`config.mk`:
```
export PLATFORM = sky130hd
export DESIGN_NAME = gun_hit_detector_flat
export DESIGN_NICKNAME = d
export VERILOG_FILES = /design/src/rtl/gun_hit_if.sv /design/src/rtl/gun_hit_detector.sv /design/src/flat_wrapper.sv
export SDC_FILE = /design/constraint.sdc
export NUM_CORES = 1
export LEC_CHECK = 0
export CAP_MARGIN = 20
export CORE_MARGIN = 2
export CORE_UTILIZATION = 51
export CTS_BUF_LIST = sky130_fd_sc_hd__clkbuf_2 sky130_fd_sc_hd__clkbuf_4 sky130_fd_sc_hd__clkbuf_8
export DETAILED_ROUTE_END_ITERATION = 8
export GPL_TIMING_DRIVEN = 0
export PLACE_DENSITY = 0.78
export SYNTH_ARGS = -nofsm -noshare
export SYNTH_HDL_FRONTEND = slang
export SYNTH_SLANG_ARGS = --single-unit
```
`constraint.sdc`:
```
create_clock -name clk -period 2.1 [get_ports clk]
set_input_delay 0.63 -clock clk [delete_from_list [all_inputs] [get_ports clk]]
set_output_delay 0.63 -clock clk [all_outputs]
set_load 0.1 [all_outputs]
```
`src/rtl/gun_hit_if.sv`:
```
// Pin bundle between the light-gun front end and its hit detector.
// The master side drives the gun pins and video timing; the slave side drives the handshake and results.
interface gun_hit_if;
    logic       trigger_in;
    logic       light_in;
    logic       frame_start;
    logic       valid;
    logic [9:0] col;
    logic [9:0] row;
    logic       flash_req;
    logic       hit;
    logic       miss;
    logic       busy;
    logic [9:0] hit_col;
    logic [9:0] hit_row;

    modport master (
        output trigger_in, light_in, frame_start, valid, col, row,
        input  flash_req, hit, miss, busy, hit_col, hit_row
    );

    modport slave (
        input  trigger_in, light_in, frame_start, valid, col, row,
        output flash_req, hit, miss, busy, hit_col, hit_row
    );
endinterface

```
`src/rtl/gun_hit_detector.sv`:
```
// Light-gun flash-detect: debounces the trigger, requests a black then a white frame, and grades the shot.
// Optional macro HIT_POSITION_EN adds capture of the first white-frame light sample position.
module gun_hit_detector #(
    parameter int DEBOUNCE_CYCLES = 250000,
    parameter int BLACK_MAX       = 16,
    parameter int WHITE_MIN       = 64,
    parameter int CNT_W           = 16
) (
    input  logic      clk,
    input  logic      rst,
    gun_hit_if.slave  gi
);

    localparam int                DB_W    = $clog2(DEBOUNCE_CYCLES + 1);
    localparam logic [DB_W-1:0]   DB_LAST = DB_W'(DEBOUNCE_CYCLES - 1);
    localparam logic [CNT_W-1:0]  CNT_MAX = {CNT_W{1'b1}};

    typedef enum logic [2:0] {
        S_IDLE   = 3'd0,
        S_ARMED  = 3'd1,
        S_BLACK  = 3'd2,
        S_WHITE  = 3'd3,
        S_DECIDE = 3'd4,
        S_HOLD   = 3'd5
    } state_t;

    function automatic logic [CNT_W-1:0] sat_inc(input logic [CNT_W-1:0] v);
        if (v == CNT_MAX) begin
            return v;
        end else begin
            return v + CNT_W'(1);
        end
    endfunction

    logic            trg_meta_r, trg_sync_r, lit_meta_r, lit_sync_r;
    logic            trg_db_r, trg_db_d_r;
    logic [DB_W-1:0] db_cnt_r;
    state_t          state_r, state_nx_s;
    logic [CNT_W-1:0] black_cnt_r, white_cnt_r;
    logic            flash_req_r, busy_r, hit_r, miss_r;
    logic            flash_nx_s, busy_nx_s, hit_nx_s, miss_nx_s;
    logic            trg_rise_s, pass_s;
    logic            count_black_s, count_white_s, black_entry_s, white_entry_s;

    // Two-flop synchronizers for the asynchronous gun pins
    always_ff @(posedge clk or posedge rst) begin
        if (rst) begin
            trg_meta_r <= 1'b0;
            trg_sync_r <= 1'b0;
            lit_meta_r <= 1'b0;
            lit_sync_r <= 1'b0;
        end else begin
            trg_meta_r <= gi.trigger_in;
            trg_sync_r <= trg_meta_r;
            lit_meta_r <= gi.light_in;
            lit_sync_r <= lit_meta_r;
        end
    end

    // Trigger debounce: adopt the synced level after DEBOUNCE_CYCLES consecutive differing samples
    always_ff @(posedge clk or posedge rst) begin
        if (rst) begin
            db_cnt_r   <= {DB_W{1'b0}};
            trg_db_r   <= 1'b0;
            trg_db_d_r <= 1'b0;
        end else begin
            trg_db_d_r <= trg_db_r;
            if (trg_sync_r == trg_db_r) begin
                db_cnt_r <= {DB_W{1'b0}};
            end else if (db_cnt_r == DB_LAST) begin
                db_cnt_r <= {DB_W{1'b0}};
                trg_db_r <= trg_sync_r;
            end else begin
                db_cnt_r <= db_cnt_r + DB_W'(1);
            end
        end
    end

    assign trg_rise_s    = trg_db_r & ~trg_db_d_r;
    assign pass_s        = (32'(white_cnt_r) >= 32'(WHITE_MIN)) && (32'(black_cnt_r) <= 32'(BLACK_MAX));
    assign count_black_s = (state_r == S_BLACK) & ~gi.frame_start & gi.valid & lit_sync_r;
    assign count_white_s = (state_r == S_WHITE) & ~gi.frame_start & gi.valid & lit_sync_r;
    assign black_entry_s = (state_r == S_ARMED) & (state_nx_s == S_BLACK);
    assign white_entry_s = (state_r == S_BLACK) & (state_nx_s == S_WHITE);

    // Shot sequencer next-state and next-output decode
    always_comb begin
        state_nx_s = state_r;
        hit_nx_s   = 1'b0;
        miss_nx_s  = 1'b0;
        case (state_r)
            S_IDLE: begin
                if (trg_rise_s) begin
                    state_nx_s = S_ARMED;
                end else begin
                    state_nx_s = S_IDLE;
                end
            end
            S_ARMED: begin
                if (!trg_db_r) begin
                    state_nx_s = S_IDLE;
                end else if (gi.frame_start) begin
                    state_nx_s = S_BLACK;
                end else begin
                    state_nx_s = S_ARMED;
                end
            end
            S_BLACK: begin
                if (gi.frame_start) begin
                    state_nx_s = S_WHITE;
                end else begin
                    state_nx_s = S_BLACK;
                end
            end
            S_WHITE: begin
                if (gi.frame_start) begin
                    state_nx_s = S_DECIDE;
                    hit_nx_s   = pass_s;
                    miss_nx_s  = ~pass_s;
                end else begin
                    state_nx_s = S_WHITE;
                end
            end
            S_DECIDE: begin
                state_nx_s = S_HOLD;
            end
            S_HOLD: begin
                if (!trg_db_r) begin
                    state_nx_s = S_IDLE;
                end else begin
                    state_nx_s = S_HOLD;
                end
            end
            default: begin
                state_nx_s = S_IDLE;
            end
        endcase

        // flash_req stays up through the whole sequence; only HOLD follows the trigger
        flash_nx_s = 1'b0;
        busy_nx_s  = 1'b0;
        case (state_nx_s)
            S_ARMED, S_BLACK, S_WHITE, S_DECIDE: begin
                flash_nx_s = 1'b1;
                busy_nx_s  = 1'b1;
            end
            S_HOLD: begin
                flash_nx_s = trg_db_r;
                busy_nx_s  = 1'b0;
            end
            default: begin
                flash_nx_s = 1'b0;
                busy_nx_s  = 1'b0;
            end
        endcase
    end

    // State and registered outputs
    always_ff @(posedge clk or posedge rst) begin
        if (rst) begin
            state_r     <= S_IDLE;
            flash_req_r <= 1'b0;
            busy_r      <= 1'b0;
            hit_r       <= 1'b0;
            miss_r      <= 1'b0;
        end else begin
            state_r     <= state_nx_s;
            flash_req_r <= flash_nx_s;
            busy_r      <= busy_nx_s;
            hit_r       <= hit_nx_s;
            miss_r      <= miss_nx_s;
        end
    end

    // Saturating light-sample counters, cleared on entry to their frame
    always_ff @(posedge clk or posedge rst) begin
        if (rst) begin
            black_cnt_r <= {CNT_W{1'b0}};
            white_cnt_r <= {CNT_W{1'b0}};
        end else begin
            if (black_entry_s) begin
                black_cnt_r <= {CNT_W{1'b0}};
            end else if (count_black_s) begin
                black_cnt_r <= sat_inc(black_cnt_r);
            end else begin
                black_cnt_r <= black_cnt_r;
            end
            if (white_entry_s) begin
                white_cnt_r <= {CNT_W{1'b0}};
            end else if (count_white_s) begin
                white_cnt_r <= sat_inc(white_cnt_r);
            end else begin
                white_cnt_r <= white_cnt_r;
            end
        end
    end

`ifdef HIT_POSITION_EN
    logic [9:0] hit_col_r, hit_row_r;

    // First counted white sample is the one seen while the counter is still zero
    always_ff @(posedge clk or posedge rst) begin
        if (rst) begin
            hit_col_r <= 10'd0;
            hit_row_r <= 10'd0;
        end else if (white_entry_s) begin
            hit_col_r <= 10'd0;
            hit_row_r <= 10'd0;
        end else if (count_white_s && (white_cnt_r == {CNT_W{1'b0}})) begin
            hit_col_r <= gi.col;
            hit_row_r <= gi.row;
        end else begin
            hit_col_r <= hit_col_r;
            hit_row_r <= hit_row_r;
        end
    end

    assign gi.hit_col = hit_col_r;
    assign gi.hit_row = hit_row_r;
`else
    assign gi.hit_col = 10'd0;
    assign gi.hit_row = 10'd0;
`endif

    assign gi.flash_req = flash_req_r;
    assign gi.busy      = busy_r;
    assign gi.hit       = hit_r;
    assign gi.miss      = miss_r;

endmodule

```
`src/flat_wrapper.sv`:
```
// flat-port wrapper written by rule: the top's interface ports become plain ports
module gun_hit_detector_flat 
#(
    parameter int DEBOUNCE_CYCLES = 250000,
    parameter int BLACK_MAX       = 16,
    parameter int WHITE_MIN       = 64,
    parameter int CNT_W           = 16
)
  (clk, rst, gi_trigger_in, gi_light_in, gi_frame_start, gi_valid, gi_col, gi_row, gi_flash_req, gi_hit, gi_miss, gi_busy, gi_hit_col, gi_hit_row);
  gun_hit_if gi_i ();
  input  logic clk;
  input  logic rst;
  input wire logic [$bits(gi_i.trigger_in)-1:0] gi_trigger_in;
  input wire logic [$bits(gi_i.light_in)-1:0] gi_light_in;
  input wire logic [$bits(gi_i.frame_start)-1:0] gi_frame_start;
  input wire logic [$bits(gi_i.valid)-1:0] gi_valid;
  input wire logic [$bits(gi_i.col)-1:0] gi_col;
  input wire logic [$bits(gi_i.row)-1:0] gi_row;
  output wire logic [$bits(gi_i.flash_req)-1:0] gi_flash_req;
  output wire logic [$bits(gi_i.hit)-1:0] gi_hit;
  output wire logic [$bits(gi_i.miss)-1:0] gi_miss;
  output wire logic [$bits(gi_i.busy)-1:0] gi_busy;
  output wire logic [$bits(gi_i.hit_col)-1:0] gi_hit_col;
  output wire logic [$bits(gi_i.hit_row)-1:0] gi_hit_row;
  assign gi_i.trigger_in = gi_trigger_in;
  assign gi_i.light_in = gi_light_in;
  assign gi_i.frame_start = gi_frame_start;
  assign gi_i.valid = gi_valid;
  assign gi_i.col = gi_col;
  assign gi_i.row = gi_row;
  assign gi_flash_req = gi_i.flash_req;
  assign gi_hit = gi_i.hit;
  assign gi_miss = gi_i.miss;
  assign gi_busy = gi_i.busy;
  assign gi_hit_col = gi_i.hit_col;
  assign gi_hit_row = gi_i.hit_row;
  gun_hit_detector #(.DEBOUNCE_CYCLES(DEBOUNCE_CYCLES), .BLACK_MAX(BLACK_MAX), .WHITE_MIN(WHITE_MIN), .CNT_W(CNT_W)) u_core (.clk(clk), .rst(rst), .gi(gi_i));
endmodule
```
* After elaboration in Yosys (flattened, before gate mapping)
Cells that the tools add are included.
Cells by class: reduce and logical (&&, ||, !) cells 8, order comparisons 2, muxes and demuxes 21, add/sub/neg operators 3, equal/unequal tests 16, bitwise gates (word level) 13
Operators by type and width (number):
- $mux 16 | 6
- $mux 18 | 2
- $add 16x1->16 const B | 2
- $eq 16x16->1 const B | 2
- $add 18x1->18 const B | 1
- $eq 18x18->1 const B | 1
- $pmux 3 s6 | 1
- $ge 16x7->1 const B | 1
- $le 16x5->1 const B | 1
- $eq 3x2->1 const B | 4
- $eq 3x3->1 const B | 4
- $and 1x1->1 | 9
- $mux 3 | 3
- $mux 1 | 7
- $eq 3x1->1 const B | 2
- $reduce_and 2->1 | 3
- $ne 2x1->1 const B | 2
- $not 1->1 | 4
- $reduce_bool 2->1 | 2
- $reduce_or 4->1 | 1
- $logic_not 3->1 | 1
- $mux 2 | 1
- $pmux 1 s2 | 1
- $eq 1x1->1 | 1
- $logic_and 1x1->1 | 1
Word-level totals: register bits after elaboration 63, input port bits 26, output and inout bits 24

* Logic depth before layout (Yosys ltp)
depth after elaboration 8, gate-level depth with buffers 6, gate-level depth less buffers 5

* Worst setup path after synthesis
Ideal clock, no wire load.
path type input to register, from input gi_frame_start, to register u_core.white_cnt_r[13], setup slack 0.032 ns, required time 2.022 ns, library setup time 0.078 ns, data arrival time 1.990 ns, cell stages on the path 5, cell sequence nand2b_1 > or4_1 > clkbuf_2 > or4_1 > a21oi_1
Between the ends: longest elaborated chain between the ends 7, elaborated cells between the ends (all ways) 15, those cells by class eq/ne: 2; mux: 6; bitwise: 5; reduce/logical: 2
Ends and longest elaborated chain:
- start, declared | RTL line flat_wrapper.sv:15 | input wire logic [$bits(gi_i.frame_start)-1:0] gi_frame_start;
- $mux 2 | RTL line gun_hit_detector.sv:102 | end else if (gi.frame_start) begin
- $mux 3 | RTL line gun_hit_detector.sv:100 | if (!trg_db_r) begin
- $pmux 3 s6 | RTL line gun_hit_detector.sv:91 | case (state_r)
- $eq 3x2->1 | RTL line gun_hit_detector.sv:84 | assign white_entry_s = (state_r == S_BLACK) & (state_nx_s == S_WHITE);
- $and 1x1->1 | RTL line gun_hit_detector.sv:84
- $ne 2x1->1 (no source line) or $reduce_bool 2->1 (tied branches)
- $reduce_and 2->1 (no source line)
- end signal, assigned | RTL line gun_hit_detector.sv:179 | white_cnt_r <= {CNT_W{1'b0}};
- end signal, assigned | RTL line gun_hit_detector.sv:189 | white_cnt_r <= {CNT_W{1'b0}};
- end signal, assigned | RTL line gun_hit_detector.sv:191 | white_cnt_r <= sat_inc(white_cnt_r);
- end, declared | RTL line gun_hit_detector.sv:39 | logic [CNT_W-1:0] black_cnt_r, white_cnt_r;
Parallel ways exist; a longest one is shown, timed or not. A chain may end at the register's enable or synchronous reset.

* Worst setup path after layout
from input gi_frame_start, to register u_core.black_cnt_r[13]
Between the ends: longest elaborated chain between the ends 7, elaborated cells between the ends (all ways) 15, those cells by class eq/ne: 2; mux: 6; bitwise: 5; reduce/logical: 2
Ends and longest elaborated chain:
- $mux 2 | RTL line gun_hit_detector.sv:102
- $mux 3 | RTL line gun_hit_detector.sv:100
- $pmux 3 s6 | RTL line gun_hit_detector.sv:91
- $eq 3x2->1 | RTL line gun_hit_detector.sv:83 | assign black_entry_s = (state_r == S_ARMED) & (state_nx_s == S_BLACK);
- $and 1x1->1 | RTL line gun_hit_detector.sv:83
- $ne 2x1->1 (no source line) or $reduce_bool 2->1 (tied branches)
- $reduce_and 2->1 (no source line)
- end signal, assigned | RTL line gun_hit_detector.sv:178 | black_cnt_r <= {CNT_W{1'b0}};
- end signal, assigned | RTL line gun_hit_detector.sv:182 | black_cnt_r <= {CNT_W{1'b0}};
- end signal, assigned | RTL line gun_hit_detector.sv:184 | black_cnt_r <= sat_inc(black_cnt_r);
- end, declared | RTL line gun_hit_detector.sv:39
Parallel ways exist; a longest one is shown, timed or not.

==> results.py <==
metrics = {
    "grt": {
        "antenna_found_initial": 0,
        "grtUsageMet3_pct": 4.64,
        "track_usage_pct": 20.4,
        "met1_usage_pct": 26.6,
        "grt_pass1_wl_um": 12000,
        "overflow": 0,
        "grt.met2_usage_pct": 32.5,
        "grt_max_degree": 37,
        "busiest_layer": "met2",
        "grt_pass1_vias": 2644,
    },
    "synth": {
        "synth.avg_cell_area_um2": 9.36,
        "yosys-top-cells-area": "dfrtp_1, buf_4, a21oi_1",
        "async_reset_ff_share_pct": 100,
        "ys_seq_area_share_pct": 44.8,
        "yosysTopAreaCell": "dfrtp_1",
        "ys_types": 53,
        "syn-cell-area_mm2": 0.00352,
        "ys_warn_count": 0,
        "synth-edff-count": 0,
        "ys.flop_type": "dfrtp_1",
        "yosys_register_bits": 63,
        "synth_cells": 376,
        "yosysTopAreaCellShare_pct": 44.8,
    },
    "floorplan": {
        "start_util_pct": 52.4,
        "boundaryPins": 50,
        "chipWidth_um": 87.1,
        "die_h_um": 87.1,
        "core_area_mm2": 0.00672,
        "core.rowCount": 30,
        "die_area_mm2": 0.00758,
    },
    "timing": {
        "rsz0062_at_grt": "false",
        "hold_viol": 0,
        "layout_setup_ws_ns": 0.0906,
        "timing.setup.tns_ns": 0,
        "setup_viol": 0,
        "tightest_slew_ns": 0.621,
        "fin_crit_ns": 2.01,
        "fmax_mhz": 498,
        "drv_slew": 0,
        "finalClockSkew_ns": 0.00715,
        "maxSlewHeadroom_pct": 58.5,
        "fin_crit_sh_pct": 95.7,
    },
    "power_and_ir_drop": {
        "ir_drop_mv": 0.417,
        "p_leak_nw": 1.77,
        "p_total_mw": 2.51,
        "p_per_area_mw_per_mm2": 608,
    },
    "detailed_routing": {
        "via_per_inst": 5.88,
        "firstDrtPassIters": 4,
        "postRouteAntennaNets": 0,
        "vias": 2982,
        "wirelength_um": 7300,
        "wl_per_cell_um": 14.4,
        "drt-initial-drc-count": 194,
        "drc": 0,
    },
    "critical_path": {
        "worstSetupStartpoint": "gi_frame_start",
        "path_class": "input port to register",
        "startpoint_type": "input port",
        "cp.arrival_ns": 2.28,
        "reg2reg_slack_ns": 0.11,
        "crit_path_max_fanout": 10,
        "r2r-start": "u_core.state_r[2]",
        "r2r-end": "u_core.white_cnt_r[13]",
        "end_kind": "register",
        "critPathRequiredTime_ns": 2.37,
        "crit_end": "u_core.black_cnt_r[13]",
        "reg2reg_depth": 5,
    },
    "clock_network": {
        "cts_buffer_depth": 2,
        "cts_sinks": 63,
        "h-tree-depth": 3,
        "path_clk_slew_ns": 0.07,
        "root_buffer": "clkbuf_8",
        "postCtsHoldBufs": 0,
        "cts_tree": "yes",
        "cts_inserted_buffers": 9,
        "clk_latency_ns": 0.35,
    },
    "finish": {
        "layout_commonest_cell": "dfrtp_1",
        "multi_input_area_mm2": 0.00182,
        "area_delta_synth_final_pct": 17.1,
        "seq_area_mm2": 0.00158,
        "stdcell_count": 507,
        "antenna_cells": 0,
        "nFillCells": 560,
        "nNetsFinal": 455,
        "final_cell_mix": "dfrtp_1, buf_4, nand2_1, nor2_1, a21oi_1",
        "drive_gt1_share_pct": 15.9,
        "post-route-util_pct": 61.3,
    },
    "flow_run": {
        "cap_violations": 0,
    },
    "placed_design": {
        "io_buffers": 9,
        "dp_cells": 485,
        "dp_hpwl_um": 5130,
        "place.gp.congestion": 0.900,
        "pre_cts_ws_ns": -0.611,
    },
    "worst_hold_path": {
        "hold_class": "register to register",
        "worstHoldStart": "u_core.lit_meta_r",
    },
    "run_status": {
        "status": "finished, final reports clean",
    },
}
==> area by class of cell <==
| type | instances | share of cell area, % |
|---|---|---|
| flip-flops and latches | 63 | 38.3 |
| clock buffers | 10 | 3.34 |
| inverters | 14 | 1.37 |
| plain buffers | 28 | 4.80 |
| multi-input cells | 288 | 44.1 |
| clock inverters | 4 | 1.15 |
| repair buffers | 20 | 4.55 |
| well taps | 80 | 2.43 |
==> kinds of logic after synthesis <==
group                      after synthesis  synth area share (%)
and+or+nand+nor                        175                  28.3
AOI/OAI and AO/OA                       68                  12.6
DFF                                     63                  44.8
buffers and inverters                   44                  7.21
xor gates and xnor gates                14                  3.48
muxes                                    6                  1.74
adders and majority gates                5                  1.78
other                                    1                 0.107
==> worst max-delay path, stage by stage <==
cell	delay [ns]
dlygate4sd2_1	0.24
clkbuf_2	0.18
nor3b_1	0.22
nand4_1	0.26
or4_4	0.58
a21oi_1	0.16
==> timing repair <==
| action | in CTS | in global routing |
|---|---|---|
| pin swaps | 3 | 4 |
| cloned | 0 | 0 |
| endpoints found under the setup margin | 25 | 30 |
| hold endpoints to repair | 0 | 0 |
| setup buffers | 4 | 6 |
| resized for setup | 20 | 9 |
==> worst min-delay path by stage <==
stage / slack (ns) / end / cells past startpoint
detailed placement: 0.34 / u_core.trg_sync_r / 0
global placement: 0.34 / u_core.lit_sync_r / 0
finish: 0.35 / u_core.lit_sync_r / 0
global route: 0.36 / u_core.lit_sync_r / 0
CTS: 0.36 / u_core.trg_sync_r / 0
floorplan: 0.33 / u_core.lit_sync_r / 0
==> power breakdown <==
group | internal (mW) | switching [mW]
registers | 1.22 | 0.00730
logic | 0.0487 | 0.201
clock network | 0.562 | 0.464
total | 1.83 | 0.672
==> synth_stat cells (3+ instances only) <==
master / instances
nand2_1: 29
xor2_1: 7
clkbuf_1: 6
dfrtp_1: 63
ha_1: 5
or4_1: 18
and4_1: 5
inv_1: 14
a21oi_1: 27
mux2i_1: 5
or3_1: 5
nor3_1: 10
o21ai_0: 9
and3_1: 6
nand4_1: 18
xnor2_1: 7
o31ai_1: 15
nor2_1: 29
nor4_1: 12
buf_4: 21
nand3_1: 22
nand2b_1: 3
o41ai_1: 3
==> registers in the layout, indices dropped and copies added, names as in the netlist <==
| register | cells |
|---|---|
| u_core.gi.hit | 1 |
| u_core.lit_meta_r | 1 |
| u_core.trg_sync_r | 1 |
| u_core.white_cnt_r | 16 |
| u_core.db_cnt_r | 18 |
| u_core.trg_db_r | 1 |
| u_core.black_cnt_r | 16 |
| u_core.trg_meta_r | 1 |
| u_core.lit_sync_r | 1 |
| u_core.gi.busy | 1 |
| u_core.trg_db_d_r | 1 |
| u_core.gi.miss | 1 |
| u_core.state_r | 3 |
| u_core.gi.flash_req | 1 |
==> metal layers <==
metal | up-vias | part of all wire (%) | wire, um
li1 | 1467 | - | -
met1 | 1416 | 45 | 3310
met2 | 88 | 48 | 3500
met3 | 11 | 4.9 | 359
met4 | 0 | 1.7 | 121
met5 | - | 0 | 0
==> through the flow <==
step,cell area [um2],hold slack [ns]
final,4120,0.352
after global placement,3790,0.340
after CTS,4060,0.359
after floorplan,3600,0.331
after global routing,4120,0.362
after detailed placement,3810,0.343
Power figures use the tool's default switching activity.
